===== src/rtl/riscv_pkg.sv =====
// Shared RISC-V constants and the instruction feeder state type.
// Holds the NOP and EBREAK encodings and the opcode values that the
// multicycle core also uses, so the feeder and the core stay in step.
package riscv_pkg;

    localparam logic [31:0] NOP    = 32'h0000_0013; // addi x0, x0, 0
    localparam logic [31:0] EBREAK = 32'h0010_0073;

    localparam logic [6:0] OPC_OP_IMM = 7'h13;
    localparam logic [6:0] OPC_JAL    = 7'h6F;
    localparam logic [6:0] OPC_SYSTEM = 7'h73;

    typedef enum logic [1:0] {
        IDLE = 2'd0,
        RUN  = 2'd1,
        HALT = 2'd2
    } feeder_state_t;

endpackage


===== src/rtl/prog_mem.sv =====
// Program store: DEPTH x 32-bit register array.
// Ports:
//   clk    - write clock
//   we     - write enable, takes effect on the rising edge
//   waddr  - word write address
//   wdata  - instruction word to store
//   raddr  - word read address (asynchronous read)
//   rdata  - stored word at raddr, combinational
// No reset: the program survives feeder resets.
module prog_mem #(
    parameter int DEPTH = 64,
    parameter int AW    = $clog2(DEPTH)
) (
    input  logic          clk,
    input  logic          we,
    input  logic [AW-1:0] waddr,
    input  logic [31:0]   wdata,
    input  logic [AW-1:0] raddr,
    output logic [31:0]   rdata
);

    logic [31:0] mem_q [DEPTH];

    always_ff @(posedge clk) begin
        if (we) begin
            mem_q[waddr] <= wdata;
        end
    end

    // Zero-latency read: the core latches IR in the same cycle it presents PC.
    assign rdata = mem_q[raddr];

endmodule


===== src/rtl/instr_feeder.sv =====
// Instruction-supply front end for the memoryless multicycle RISC-V core.
// Ports:
//   clk, reset           - clock; synchronous active-low reset
//   prog_valid/ready     - program write handshake (accepted only in IDLE)
//   prog_addr/prog_data  - word address and instruction to store
//   start                - level: IDLE->RUN, HALT->IDLE
//   limit                - retire limit, 0 = unlimited
//   pc, done             - core PC and instruction-complete pulse
//   command              - instruction presented to the core
//   cpu_reset            - active-high core reset, held while in IDLE
//   run, halted, fault   - state flags (fault is sticky until next start)
//   retired              - instructions retired since start
module instr_feeder
    import riscv_pkg::*;
#(
    parameter  int DEPTH = 64,
    localparam int AW    = $clog2(DEPTH)
) (
    input  logic          clk,
    input  logic          reset,
    input  logic          prog_valid,
    output logic          prog_ready,
    input  logic [AW-1:0] prog_addr,
    input  logic [31:0]   prog_data,
    input  logic          start,
    input  logic [31:0]   limit,
    input  logic [31:0]   pc,
    input  logic          done,
    output logic [31:0]   command,
    output logic          cpu_reset,
    output logic          run,
    output logic          halted,
    output logic          fault,
    output logic [31:0]   retired
);

    feeder_state_t state_q, state_d;
    logic          fetch_q, fetch_d;
    logic          fault_q, fault_d;
    logic [31:0]   retired_q, retired_d;

    logic [AW-1:0] word;
    logic [31:0]   rdata;
    logic          pc_bad;
    logic          is_ebreak;
    logic [31:0]   retired_inc;

    assign word        = pc[AW+1:2];
    // Misaligned, or any address bit above the store set.
    assign pc_bad      = (pc[1:0] != 2'b00) || (pc[31:AW+2] != '0);
    assign is_ebreak   = (rdata == EBREAK);
    assign retired_inc = retired_q + 32'd1;

    prog_mem #(
        .DEPTH(DEPTH),
        .AW   (AW)
    ) u_prog_mem (
        .clk  (clk),
        .we   (prog_valid && (state_q == IDLE)),
        .waddr(prog_addr),
        .wdata(prog_data),
        .raddr(word),
        .rdata(rdata)
    );

    always_comb begin
        state_d   = state_q;
        fetch_d   = 1'b0;
        fault_d   = fault_q;
        retired_d = retired_q;

        case (state_q)
            IDLE: begin
                if (start) begin
                    state_d   = RUN;
                    retired_d = 32'd0;
                    fault_d   = 1'b0;
                    fetch_d   = 1'b1;
                end
            end
            RUN: begin
                fetch_d = done;
                if (done) begin
                    retired_d = retired_inc;
                    if ((limit != 32'd0) && (retired_inc == limit)) begin
                        state_d = HALT;
                    end
                end
                // Fetch-cycle checks come last so they win over a coincident done.
                if (fetch_q) begin
                    if (pc_bad) begin
                        state_d = HALT;
                        fault_d = 1'b1;
                    end else if (is_ebreak) begin
                        state_d = HALT;
                    end
                end
            end
            HALT: begin
                if (start) begin
                    state_d = IDLE;
                end
            end
            default: begin
                state_d = IDLE;
            end
        endcase
    end

    always_ff @(posedge clk) begin
        if (!reset) begin
            state_q   <= IDLE;
            fetch_q   <= 1'b0;
            fault_q   <= 1'b0;
            retired_q <= 32'd0;
        end else begin
            state_q   <= state_d;
            fetch_q   <= fetch_d;
            fault_q   <= fault_d;
            retired_q <= retired_d;
        end
    end

    // EBREAK is never handed to the core; it sees NOP on the halting fetch.
    assign command    = ((state_q == RUN) && !pc_bad && !is_ebreak) ? rdata : NOP;
    assign cpu_reset  = (state_q == IDLE);
    assign run        = (state_q == RUN);
    assign halted     = (state_q == HALT);
    assign prog_ready = (state_q == IDLE);
    assign fault      = fault_q;
    assign retired    = retired_q;

endmodule


===== config.mk =====
export PLATFORM = sky130hd
export DESIGN_NAME = instr_feeder
export DESIGN_NICKNAME = d
export VERILOG_FILES = /design/src/rtl/riscv_pkg.sv /design/src/rtl/prog_mem.sv /design/src/rtl/instr_feeder.sv
export SDC_FILE = /design/constraint.sdc
export NUM_CORES = 2
export LEC_CHECK = 0
export ABC_AREA = 1
export ABC_CLOCK_PERIOD_IN_PS = 7000
export CAP_MARGIN = 30
export CORE_MARGIN = 1.5
export CORE_UTILIZATION = 35
export CTS_CLUSTER_SIZE = 16
export DETAILED_ROUTE_END_ITERATION = 7
export GPL_ROUTABILITY_DRIVEN = 0
export SLEW_MARGIN = 20
export SYNTH_ARGS = -nofsm -noshare
export SYNTH_HDL_FRONTEND = slang
export SYNTH_SLANG_ARGS = --single-unit

===== constraint.sdc =====
create_clock -name clk -period 7 [get_ports clk]
set_input_delay 1.75 -clock clk [delete_from_list [all_inputs] [get_ports clk]]
set_output_delay 1.75 -clock clk [all_outputs]
set_load 0.02 [all_outputs]

[After elaboration in Yosys (flattened, before gate mapping)]
Memory sizes are Yosys's and may differ from the RTL's.
Index checks and enable logic that the tools add are counted.
Operators by class
  magnitude comparators: 0
  add/subtract/negate cells: 1
  shifts and indexed selects: 0
  eq/ne operators: 9
  div/mod/pow operators: 0
  reductions and logical operators: 15
  $mul: 0
  bitwise gates (word level): 0
  muxes and demuxes: 20
Operators by type and width (count)
  $mux W32: 3
  $pmux W32 S2: 1
  $add A32 B1 Y32 const B: 1
  $eq A32 B21 Y1 const B: 1
  $eq A32 B32 Y1: 1
  $reduce_bool A32 Y1: 1
  $reduce_bool A24 Y1: 1
  $mux W2: 7
  $mux W1: 6
  $ne A2 B2 Y1 const B: 3
  $pmux W2 S3: 1
  $logic_and A1 B1 Y1: 4
  $ne A2 B1 Y1 const B: 2
  $pmux W1 S2: 2
  $reduce_and A4 Y1: 1
  $reduce_bool A2 Y1: 2
  $reduce_and A3 Y1: 1
  $eq A2 B1 Y1 const B: 1
  $eq A2 B2 Y1 const B: 1
  $logic_not A1 Y1: 2
  $logic_not A2 Y1: 1
  $reduce_and A2 Y1: 1
  $logic_or A1 B1 Y1: 1
Storage, ports and cells
  logic and storage cells: 50
  output and inout bits: 69
  input port bits: 107
  RAM bits: 2048
  memories: 1
  memory bits (read-only): 0
  flip-flop bits (word level): 36
  bits in latches: 0
Memory list
  u_prog_mem.mem_q: depth 64, width 32, rd ports 1, clocked after memory_dff 0, wr ports 1, line prog_mem.sv:22  | logic [31:0] mem_q [DEPTH];

[Longest topological paths before layout]
  depth after elaboration: 9
  mapped depth: 23

[Modules after synthesis]
Synthesis repeated with hierarchy kept, for this count alone.
Unflattened totals
  cell total of the unflattened synthesis: 7397
  area total of the unflattened synthesis: 85615.9 um2
Modules (own cells, without submodules)
  prog_mem: instances 1, sequential area each 61499.0 um2, area an instance 82097.5 um2, cells an instance 6737
  instr_feeder: instances 1, sequential area each 720.7 um2, area an instance 3518.4 um2, cells an instance 660

[Least setup slack after synthesis]
No wires, ideal clock.
  kind: input -> output
  start point: input port pc[2]
  end point: output port command[20]
  slack: 1552 ps
  arrival time: 3698 ps
  required time: 5250 ps
  path buffers: 5
  cell stages on the path: 20
  cells stage by stage: buf_4 > inv_2 > buf_6 > buf_6 > buf_2 > nand2_1 > nand3_1 > nand3_1 > nand3_1 > nand3_1 > nand3_1 > nand2_1 > nand2_1 > nor2_1 > nand2_1 > nor2_1 > nand2_1 > nand3_2 > buf_4 > a21oi_1
On the way
  word-level cells in the longest chain between the ends: 5
RTL lines
  from (decl): line instr_feeder.sv:27  | input logic [31:0] pc,
  $mem_v2 Z64 W32 *
  $eq A32 B21 Y1: line instr_feeder.sv:51  | assign is_ebreak = (rdata == EBREAK);
  $logic_not A1 Y1: line instr_feeder.sv:125  | assign command = ((state_q == RUN) && !pc_bad && !is_ebreak) ? rdata : NOP;
  $logic_and A1 B1 Y1: line instr_feeder.sv:125
  $mux W32 *: line instr_feeder.sv:125
  to (decl): line instr_feeder.sv:29  | output logic [31:0] command,
Every way passes the cells marked *; elsewhere a longest branch is shown, timed or not.

[Worst setup path in the final report]
  start point: input port pc[2]
  end point: output port command[8]
The elaborated chain is that of the path after synthesis.

==> results.yml <==
route:
  drt-vias-per-instance: 5.51
  drt_first_pass_iters: 6
  initialDrtViolationCount: 7760
  postRouteAntennaNets: 0
  routed_wl_um: 281000
  wl_per_cell_um: 25.7
  drcViolationCount: 0
  vias: 60156
synth:
  yosys.area_share.xor_xnor_pct: 0.305
  ys_warn_count: 0
  synth_mux_area_share_pct: 0
  synth_top_family_by_area: "simple AND/OR/NAND/NOR gates"
  syn_avg_cell_area_um2: 11.7
  ys_seq_elements: 2084
  synth_compound_area_share_pct: 0.299
  synth_area_um2: 84800
  syn_inst: 7232
  synthAdderAreaFrac_pct: 0.0147
  synthSimpleGateAreaFrac_pct: 23.3
  syn_nets: 7340
  synth_edf_count: 2048
  yosysUniqueCellTypes: 35
  async_flop_share_pct: 0
  ys.flop_type: "edfxtp_1"
  yosysSeqAreaShare_pct: 73.3
sta:
  max_slew_margin_pct: 30.8
  fin_crit_sh_pct: 99.5
  fmax_mhz: 144
  finalHoldViolCount: 0
  rsz0062_at_grt: "yes"
  finalMaxSlewViolations: 0
  tightest_slew_ns: 1.03
  fin_crit_ns: 6.96
  setup_ws_ns: 0.0351
  finClkSkew_ns: 0.0784
  setup_viol_count_final: 0
grt:
  grt_pass1_vias: 55778
  grt_max_degree: 85
  antenna_found_initial: 21
  overflow: 0
  grt_first_pass_wirelength_um: 397000
  grtUsageTotal_pct: 22.3
outcome:
  status: "complete, no violations"
finish:
  drive_gt1_share_pct: 10.7
  synthToLayoutAreaGrowth_pct: 18.1
  nets: 7664
  layout_commonest_cell: "nand2_1"
  final_cell_mix: "2308 x nand2_1, 2048 x edfxtp_1, 2019 x nand3_1, 286 x buf_4, 214 x clkbuf_16"
floorplanning:
  fp.coreArea_um2: 241000
  row_count: 180
  start_util_pct: 35.2
  fp.dieArea_um2: 245000
  die_x_um: 495
  ios: 176
  fp.dieH_um: 495
worst_setup_path:
  end_kind: "output pin"
  path_max_fanout: 47
  timing.critical_path.arrival_ns: 5.21
  crit_end: "command[8]"
  crit_required_ns: 5.25
  worstReg2RegStart: "state_q[1]$_SDFFE_PN0P_"
  r2r-end: "u_prog_mem.mem_q[15][3]$_DFFE_PP_"
  timing.critical_path.from: "pc[2]"
  critPathKind: "in -> out"
  cp-start-kind: "input pin"
  reg2reg_slack_ns: 3.21
  r2r_cells: 7
clock_tree:
  cts_tree: "built"
  cts-buffers-inserted: 209
  clock_latency_ns: 0.90
  htreeDepth: 4
  root_buffer: "clkbuf_16"
  cts_buffer_depth: 3
  clkTransAtPathRegs_ns: 0.06
  ctsHoldBuffers: 0
  numClockSinks: 2084
hold_path:
  min_path_type: "reg -> reg"
pwr:
  p_leak_nw: 35.1
  power_w: 0.0263
  vdd_drop_max_mv: 0.264
  cellPowerDensity_nw_per_um2: 263
placed_design:
  port_buffers: 175
  dp_slack_ns: -0.307
  dp_hpwl_um: 163000
job:
  drv_cap: 0
synth_stat cells (4+ instances only):
master / number / share of area, %
buf_4: 5 / 0.044
nand2_1: 2313 / 10
nand3b_1: 5 / 0.044
edfxtp_1: 2048 / 72
nor3_1: 13 / 0.077
nand3_1: 2022 / 12
inv_2: 4 / 0.018
nor4_1: 14 / 0.10
xor2_1: 14 / 0.14
nand4_1: 13 / 0.096
buf_6: 6 / 0.080
dfxtp_1: 36 / 0.85
buf_1: 57 / 0.25
clkbuf_1: 130 / 0.58
buf_2: 259 / 1.5
nor2_1: 162 / 0.72
inv_1: 54 / 0.24
xnor2_1: 13 / 0.13
o21ai_0: 5 / 0.029
or2_2: 8 / 0.059
a21oi_1: 33 / 0.19
repair_timing:
action	4_1_cts	5_1_grt
setup buffers	0	3
pin swaps	0	1
endpoints found under the setup margin	25	24
cloned	2	5
endpoints found under the hold margin	0	0
resized for setup	26	25
power breakdown:
group	leakage, nW	switching (W)	total (W)	internal [W]
Combinational	13.2	0.00126	0.00180	0.000538
Clock	3.16	0.00486	0.0108	0.00591
Sequential	18.7	0.0000101	0.0137	0.0137
routing by layer:
| layer | GRT usage, % | vias up | share of wire (%) |
|---|---|---|---|
| met3 | 4.44 | 580 | 10 |
| met2 | 34.6 | 3438 | 45 |
| met5 | 0 | - | 0.029 |
| met4 | 8.61 | 12 | 3.9 |
| li1 | - | 26372 | - |
| met1 | 30.7 | 29754 | 40 |
flip-flops by register name, summed over array words and instances, names as in the netlist:
| register | flops |
|---|---|
| fault | 1 |
| state_q | 2 |
| retired | 32 |
| u_prog_mem.mem_q | 2048 |
| fetch_q | 1 |
area by class of cell:
cell class                      instances  area [um2]
Tap cell                             3185        3990
Multi-Input combinational cell       4631       20900
Antenna cell                            8        20.0
Fill cell                           22137      141000
Clock inverter                        107        1030
Clock buffer                          270        5480
Timing Repair Buffer                  570        6320
Sequential cell                      2084       62200
Inverter                               60         263
cells by family (layout without fill, tap and decap cells):
| family | after synthesis | in the layout |
|---|---|---|
| AOI/OAI and AO/OA | 47 | 47 |
| xor gates and xnor gates | 28 | 28 |
| adders and majority gates | 1 | 1 |
| buffers and inverters | 517 | 1007 |
| DFF | 2084 | 2084 |
| other | 0 | 8 |
| and+or+nand+nor | 4555 | 4555 |
worst min-delay path by stage:
| stage | from | end | slack, ns | cells past startpoint |
|---|---|---|---|---|
| 2_1_floorplan | fetch_q$_SDFF_PN0_ | state_q[0]$_SDFFE_PN0P_ | 0.51 | 3 |
| 4_1_cts | fault$_SDFFE_PN0P_ | fault$_SDFFE_PN0P_ | 0.51 | 2 |
| 6_report | fault$_SDFFE_PN0P_ | fault$_SDFFE_PN0P_ | 0.51 | 2 |
| 5_1_grt | fault$_SDFFE_PN0P_ | fault$_SDFFE_PN0P_ | 0.54 | 2 |
| 3_3_place_gp | fault$_SDFFE_PN0P_ | fault$_SDFFE_PN0P_ | 0.49 | 2 |
| 3_5_place_dp | fault$_SDFFE_PN0P_ | fault$_SDFFE_PN0P_ | 0.50 | 2 |
critical path, stage by stage:
cell     delay (ns)
buf_8          0.12
inv_8          0.08
buf_12         0.17
buf_12         0.28
buf_12         0.27
nand2_1        0.08
nand3_1        0.08
nand3_1        0.07
nand3_1        0.09
nand3_1        0.16
nand3_1        0.19
nand2_1        0.23
nand2_1        0.18
nor2_1         0.05
nand2_1        0.06
nor2_1         0.05
nand2_1        0.10
nand3_2        0.17
buf_12         0.24
buf_6          0.17
nor2_1         0.23
buf_4          0.18
buf_4          0.13
per-stage QoR:
| stage | hold WS [ns] | area, um2 | cells | utilization, % | setup TNS (ns) |
|---|---|---|---|---|---|
| final | 0.510 | 100000 | 10915 | 41.6 | 0 |
| after detailed placement | 0.502 | 93200 | 10520 | 38.7 | -3.02 |
| after CTS | 0.511 | 99900 | 10899 | 41.5 | -0.103 |
| after global placement | 0.486 | 92500 | 10488 | 38.4 | -2.79 |
| after floorplan | 0.512 | 84800 | 7232 | - | 0 |
| after global routing | 0.538 | 100000 | 10909 | 41.6 | -0.0317 |
Power figures use the tool's default switching activity.
